File: config.mk
export PLATFORM = sky130hd
export DESIGN_NAME = updown_counter_param
export DESIGN_NICKNAME = d
export VERILOG_FILES = /design/src/rtl/counter_pkg.sv /design/src/rtl/prescaler_tick.sv /design/src/rtl/updown_counter_param.sv
export SDC_FILE = /design/constraint.sdc
export NUM_CORES = 1
export LEC_CHECK = 0
export BUFFER_PORTS_ARGS = -buffer_cell sky130_fd_sc_hd__buf_2
export CORE_UTILIZATION = 54
export CTS_CLUSTER_DIAMETER = 150
export DETAILED_ROUTE_END_ITERATION = 16
export PLACE_DENSITY = 0.9
export SYNTH_ARGS = -nofsm -noshare
export SYNTH_HDL_FRONTEND = slang
export SYNTH_HIERARCHICAL = 1
export SYNTH_SLANG_ARGS = --single-unit
File: constraint.sdc
create_clock -name clk -period 2.82 [get_ports clk]
set_input_delay 0.282 -clock clk [delete_from_list [all_inputs] [get_ports clk]]
set_output_delay 0.282 -clock clk [all_outputs]
set_load 0.01 [all_outputs]
File: src/rtl/counter_pkg.sv
// Shared constants for the parametrised up/down counter family.
// Direction and boundary-mode encodings plus default sizing.
package counter_pkg;

  localparam logic DIR_UP   = 1'b1;
  localparam logic DIR_DOWN = 1'b0;

  localparam int MODE_WRAP = 0;
  localparam int MODE_SAT  = 1;

  localparam int CNT_DEFAULT_WIDTH      = 8;
  localparam int CNT_DEFAULT_PRESCALE_W = 4;

endpackage

File: src/rtl/prescaler_tick.sv
// Clock-enable prescaler: emits step once every prescale+1 enabled cycles.
// The phase freezes while enable is low and restarts from 0 on clear.
// A phase already above a newly lowered prescale runs to its natural wrap.
module prescaler_tick
  import counter_pkg::*;
#(
  parameter int PRESCALE_W = CNT_DEFAULT_PRESCALE_W
) (
  input  logic                  clk,
  input  logic                  rst,
  input  logic                  enable,
  input  logic                  clear,
  input  logic [PRESCALE_W-1:0] prescale,
  output logic                  step
);

  logic [PRESCALE_W-1:0] phase;

  assign step = enable && (phase == prescale);

  // Phase register: clear wins, otherwise advance or restart on a step.
  always_ff @(posedge clk or posedge rst) begin
    if (rst)
      phase <= '0;
    else if (clear)
      phase <= '0;
    else if (enable)
      phase <= step ? '0 : phase + PRESCALE_W'(1);
  end

endmodule

File: src/rtl/updown_counter_param.sv
// Parametrised up/down counter with inclusive limit, wrap or saturate
// boundary handling, synchronous load and a clock-enable prescaler.
// Optional macro CNT_STICKY_OVF_EN adds ovf_sticky / ovf_clr.
module updown_counter_param
  import counter_pkg::*;
#(
  parameter int WIDTH      = CNT_DEFAULT_WIDTH,
  parameter int PRESCALE_W = CNT_DEFAULT_PRESCALE_W,
  parameter int SATURATE   = MODE_WRAP
) (
  input  logic                  clk,
  input  logic                  rst,
  input  logic                  enable,
  input  logic                  direction,
  input  logic                  load,
  input  logic [WIDTH-1:0]      load_value,
  input  logic [WIDTH-1:0]      limit,
  input  logic [PRESCALE_W-1:0] prescale,
`ifdef CNT_STICKY_OVF_EN
  input  logic                  ovf_clr,
  output logic                  ovf_sticky,
`endif
  output logic [WIDTH-1:0]      counter_out,
  output logic                  tc
);

  localparam bit HOLD_AT_BOUND = (SATURATE == MODE_SAT);

  logic             tick;
  logic             step;
  logic             boundary;
  logic [WIDTH-1:0] count_next;

  prescaler_tick #(
    .PRESCALE_W(PRESCALE_W)
  ) u_prescaler (
    .clk      (clk),
    .rst      (rst),
    .enable   (enable),
    .clear    (load),
    .prescale (prescale),
    .step     (tick)
  );

  // A load on the same edge as a due tick swallows the tick.
  assign step = tick & ~load;

  // Next count for a step and whether that step hits a boundary.
  always_comb begin
    count_next = counter_out;
    boundary   = 1'b0;
    if (direction == DIR_UP) begin
      if (counter_out < limit) begin
        count_next = counter_out + WIDTH'(1);
      end else begin
        boundary   = 1'b1;
        count_next = HOLD_AT_BOUND ? limit : '0;
      end
    end else if (counter_out > limit) begin
      // Out-of-range value (e.g. loaded above limit) snaps back into range.
      count_next = limit;
    end else if (counter_out == '0) begin
      boundary   = 1'b1;
      count_next = HOLD_AT_BOUND ? '0 : limit;
    end else begin
      count_next = counter_out - WIDTH'(1);
    end
  end

  // Count and terminal-count pulse: load > step > hold.
  always_ff @(posedge clk or posedge rst) begin
    if (rst) begin
      counter_out <= '0;
      tc          <= 1'b0;
    end else if (load) begin
      counter_out <= load_value;
      tc          <= 1'b0;
    end else if (step) begin
      counter_out <= count_next;
      tc          <= boundary;
    end else begin
      tc          <= 1'b0;
    end
  end

`ifdef CNT_STICKY_OVF_EN
  // Sticky boundary flag; a boundary on the clear edge keeps it set.
  always_ff @(posedge clk or posedge rst) begin
    if (rst)
      ovf_sticky <= 1'b0;
    else if (step && boundary)
      ovf_sticky <= 1'b1;
    else if (ovf_clr)
      ovf_sticky <= 1'b0;
  end
`endif

endmodule

-- Yosys cells after proc, flatten, opt, wreduce, memory -nomap -nowiden
Cells that the tools add are included.
- add/sub/neg operators: 3
- multiply operators: 0
- div/mod/pow operators: 0
- order comparisons: 2
- equal/unequal tests: 1
- shift operators: 0
- mux-type cells: 15
- bitwise gates (word level): 2
- reduce and logical (&&, ||, !) cells: 4
- operator list (kind ; number):
    $mux 8 ; 6
    $mux 4 ; 3
    $add 8x1->8 const B ; 1
    $gt 8x8->1 ; 1
    $logic_not 8->1 ; 1
    $lt 8x8->1 ; 1
    $sub 8x1->8 const B ; 1
    $mux 1 ; 6
    $add 4x1->4 const B ; 1
    $eq 4x4->1 ; 1
    $reduce_bool 2->1 ; 2
    $and 1x1->1 ; 1
    $logic_and 1x1->1 ; 1
    $not 1->1 ; 1
- register bits after elaboration: 13
- latch bits: 0
- RAM bits: 0
- ROM bits: 0
- bits of input ports: 25
- memories kept: 0

-- Depth between registers and ports, before layout
- depth in word-level cells: 6
- depth in mapped cells: 9

-- Modules after synthesis
The synthesis kept the hierarchy.
- by module, submodules not included (module ; instances ; cells each ; area each (µm²) ; seq. area each (µm²)):
    updown_counter_param ; 1 ; 161 ; 1249.9 ; 225.2
    prescaler_tick ; 1 ; 28 ; 254.0 ; 100.1

-- Worst setup path after synthesis
Ideal clock, no wire load.
- path kind: register -> register
- start point: reg u_prescaler.phase[1]
- end point: reg counter_out[1]
- arrival: 1.873 ns
- required time: 2.719 ns
- path slack: 0.846 ns
- stages on the path, launching flop included: 8
- period minus slack after synthesis: 1.974 ns
- path through: dfrtp_1 -> xnor2_1 -> nand4_1 -> nor2_1 -> clkbuf_1 -> nor3_1 -> or3_1 -> o32ai_1
- cells in the longest elaborated chain, start to end: 4
- ends and longest elaborated chain (element ; RTL line ; source):
    start: declaration ; prescaler_tick.sv:17 ; logic [PRESCALE_W-1:0] phase;
    start signal: assignment ; prescaler_tick.sv:28 ; phase <= step ? '0 : phase + PRESCALE_W'(1);
    $eq 4x4->1 ; prescaler_tick.sv:19 ; assign step = enable && (phase == prescale);
    $logic_and 1x1->1 ; prescaler_tick.sv:19 ;
    via tick ; updown_counter_param.sv:29 ; logic tick;
    $and 1x1->1 ; updown_counter_param.sv:46 ; assign step = tick & ~load;
    $reduce_bool 2->1 (no line) ; - ;
    end signal: assignment ; updown_counter_param.sv:76 ; counter_out <= load_value;
    end signal: assignment ; updown_counter_param.sv:79 ; counter_out <= count_next;
    end: declaration ; updown_counter_param.sv:23 ; output logic [WIDTH-1:0] counter_out,
The timed path passes the listed nets, and every way through them passes these cells.
A chain may end at the register's enable or synchronous reset.

-- Worst setup path in the final report
- start point: reg counter_out[0]
- end point: reg counter_out[1]
- cells in the longest elaborated chain, start to end: 6
- elaborated cells on any way between the ends: 11
- ends and longest elaborated chain (element ; RTL line ; source):
    $sub 8x1->8 / $logic_not 8->1 (equally long branches) ; updown_counter_param.sv:66, updown_counter_param.sv:62 ;
    $mux 8 ; updown_counter_param.sv:62 ; end else if (counter_out == '0) begin
    $mux 8 ; updown_counter_param.sv:59 ; end else if (counter_out > limit) begin
    $mux 8 (*) ; updown_counter_param.sv:52 ; if (direction == DIR_UP) begin
    $mux 8 (*) ; updown_counter_param.sv:78 ; end else if (step) begin
    $mux 8 (*) ; updown_counter_param.sv:75 ; end else if (load) begin
Every way passes the cells marked *; elsewhere a longest branch is shown, timed or not. The select of a mux whose other input is x is not followed.

==> summary.md <==
| Metric | Value |
|---|---|
| Max FO, Critical Path | `15` |
| Clock slew at reported path FFs | `0.09 ns` |
| Metal3 WL | `501 um` |
| # nets final | `257` |
| IO Count | `34` |
| H-tree lvl count | `1` |
| Starting Density | `59.1%` |
| First-pass GRT wire length | `6640 um` |
| Clock sinks | `13` |
| Share of cells above drive strength 1 | `22.8%` |
| Vias | `approximately 1600` |
| Synth top area share | `21.6%` |
| Mapped cell area | `1500 um2` |
| Main area contributors after synthesis | `dfrtp_1, ha_1, xnor2_1, inv_1, nor3_1` |
| Avg Cell Area, Syn | `7.96 um2` |
| Worst Clk Skew | `0.00838 ns` |
| WP data arrival | `2.72 ns` |
| FP Rows | `18` |
| Synth Area in XOR/XNOR | `7.57%` |
| Detailed Routing Iterations Pass 1 | `6` |
| P&R area growth vs syn | `12.0%` |
| Synth cell types | `52` |
| Bufs and invs on worst path | `1` |
| Post-route setup TNS | `0 ns` |
| Final hold viol count | `0` |
| M1 wire length | `between 1500 and 2000 um` |
| Via/cell ratio | `6.60` |
| Slew margin rel. | `56.9%` |
| Critical path class | `reg2reg` |
| R2r setup slk | `0.31 ns` |
| Cell count after synthesis | `189` |
| Critical Path End Type | `flip-flop` |
| Maxcap violations | `0` |
| Num CTS Buffers | `3` |
| Largest family of logic cells by synthesized area | `simple AND/OR/NAND/NOR gates` |
| Fraction of registers with async set/reset | `100%` |
| Flop and latch count out of synthesis | `13` |
| DIE AREA | `3000 um2` |
| HP Class | `in2reg` |
| Pins over their slew limit | `0` |
| Compound-Gate Fraction of Synth Area | `between 20% and 30%` |
| Routed Wire Length | `4320 um` |
| Worst Tran Pin Value | `0.646 ns` |
| EDFF count, synth | `0` |
| Final core utilization | `between 60% and 70%` |
| Post-route cell area | `1680 um2` |
| Synth Area in Simple Gates | `29.5%` |
| Top-count cell post-synth | `inv_1` |
| Mapped Nets | `226` |
| CTS root buf | `clkbuf_4` |
| Critical path's top delay family | `compound AO/OA/AOI/OAI gates` |
| Core area | `between 2000 and 3000 um2` |
| Largest net degree at the start of global routing | `19` |
| Skew-Pair Late Insertion Delay | `~0.30 ns` |
| Port-buffer cells | `33` |
| DRT iter0 DRCs | `between 90 and 100` |
| CP peak stage delay | `0.55 ns` |
| Top FF cell, synth | `dfrtp_1` |
| Vias in the first global route | `roughly 1400` |
| Dpl hpwl | `between 3000 and 4000 um` |
| Multiplexer share of the synthesized area | `0%` |
| Tot GR Track Use | `32.1%` |
| Final RePlAce weighted congestion | `between 0.9 and 1` |
| ANT cells | `0` |
| VDD IR max | `0.342 mV` |
| Unrepaired setup endpoints after global routing | `false` |
| Area leader, netlist | `dfrtp_1` |
| Wire per inst | `~17 um` |
| Die Y-Extent | `54.8 um` |
| Post-synth top cells | `inv_1, dfrtp_1, ha_1, nor2_1` |
| DRC | `0` |
| Final setup fails | `0` |
| Hold Slack | `0.240 ns` |
| Slowest CP cell | `dfrtp_1` |
| Gr ovfl total | `0` |
| Adder-cell area share of the yosys netlist | `9.98%` |
| Initial antenna violation count | `0` |
| P_leak | `roughly 0.00073 uW` |
| Placed inst area | `between 1500 and 2000 um2` |
| Horiz. Die Dim | `~55 um` |
| FMAX | `0.398 GHz` |
| Minimum clock period after layout | `between 2 and 3 ns` |
| Startpoint Class | `flip-flop` |
| CTS tree | `built` |
| Deepest clock path buffer count | `2` |
| Status | `completed` |
| Final period util | `between 80% and 90%` |
| Top routing layer used | `met4` |
| P per Cell Area | `413 nW/um2` |
| CP Data Required Time | `3.02 ns` |
| Yosys warns | `6` |
| Detail Route Antenna Nets | `0` |
| Register area share after synthesis | `21.6%` |
| Crit-path cells | `inv_1, ha_1, nor2b_1, o211ai_1, a21oi_2, o21ai_2, and3_2, o32ai_1` |
| Met2 Wirelength | `1870 um` |
-- stage by stage --
stage / instances / total power, uW / setup slack [ns]
finish: 249 / 695 / 0.307
CTS: 249 / 683 / 0.392
global route: 249 / 742 / 0.0515
detailed placement: 244 / 556 / 0.420
global placement: 244 / 549 / 0.530
floorplan: 189 / 469 / 0.846
-- state kept, by name (all words and copies together) (netlist names) --
register           flops
u_prescaler/phase      4
counter_out            8
tc                     1
-- final timing paths --
check,start,cells after the start,to
max,counter_out[0],8,counter_out[1]
min,load_value[4],3,counter_out[4]
max reg2reg,counter_out[0],8,counter_out[1]
min reg2reg,u_prescaler/phase[1],2,u_prescaler/phase[1]
max in group asynchronous,rst,3,counter_out[6]
min in group asynchronous,rst,3,u_prescaler/phase[3]
-- per-layer routing --
layer | track usage, % | up-vias
li1 | - | 754
met1 | 45.6 | 743
met2 | 45.6 | 125
met3 | 6.67 | 21
met4 | 14.5 | 0
met5 | 0 | -
-- cell families (layout without fill, tap and decap cells) --
kind of cell | after synthesis | in the layout
AO/OA/AOI/OAI | 46 | 46
XOR/XNOR | 13 | 13
adder cells (fa/ha/maj) | 12 | 12
buffers and inverters | 28 | 58
flip-flops | 13 | 13
AND/OR/NAND/NOR | 77 | 77
-- cell type report --
class                   instances  area (um2)
well taps                      30        37.5
clock buffers                   4        26.3
inverters                      16        60.1
repair buffers                 38         205
multi-input cells             148        1030
flip-flops and latches         13         325
fillers                       223         861
-- cell usage in the layout, fill, tap and decap left out, drive strengths merged, types with 2 or more instances in the layout --
cell    netlist  final
buf          10     37
inv          16     16
dfrtp        13     13
nor2         12     12
ha           12     12
nand2        11     11
nor3         11     11
a21oi        11     11
xnor2         9      9
o21ai         9      9
nand3         8      8
nand4         7      7
or3           7      7
o211ai        4      4
xor2          4      4
clkbuf        2      4
o32ai         3      3
a211oi        3      3
o31ai         3      3
and3          3      3
or2           3      3
nor2b         2      2
and2          2      2
nor3b         2      2
a311oi        2      2
nand3b        2      2
a41oi         2      2
-- tightest hold or removal path, delay by kind of cell --
family / cells / cell delay [ns]
compound gates: 2 / 0.13
buf+inv: 1 / 0.08
-- what timing repair did --
item	4_1_cts	5_1_grt
gates resized for setup	0	0
hold endpoints to repair	13	0
hold buffers	1	0
setup endpoints to repair	0	0
buffers inserted	0	0
-- where the power goes --
group          switching (uW)  total (uW)  leakage, uW  internal (uW)
sequential               40.3         245     0.000159            205
combinational             188         322     0.000556            134
clock                    72.7         128    0.0000150           55.1
Power figures use the tool's default switching activity.
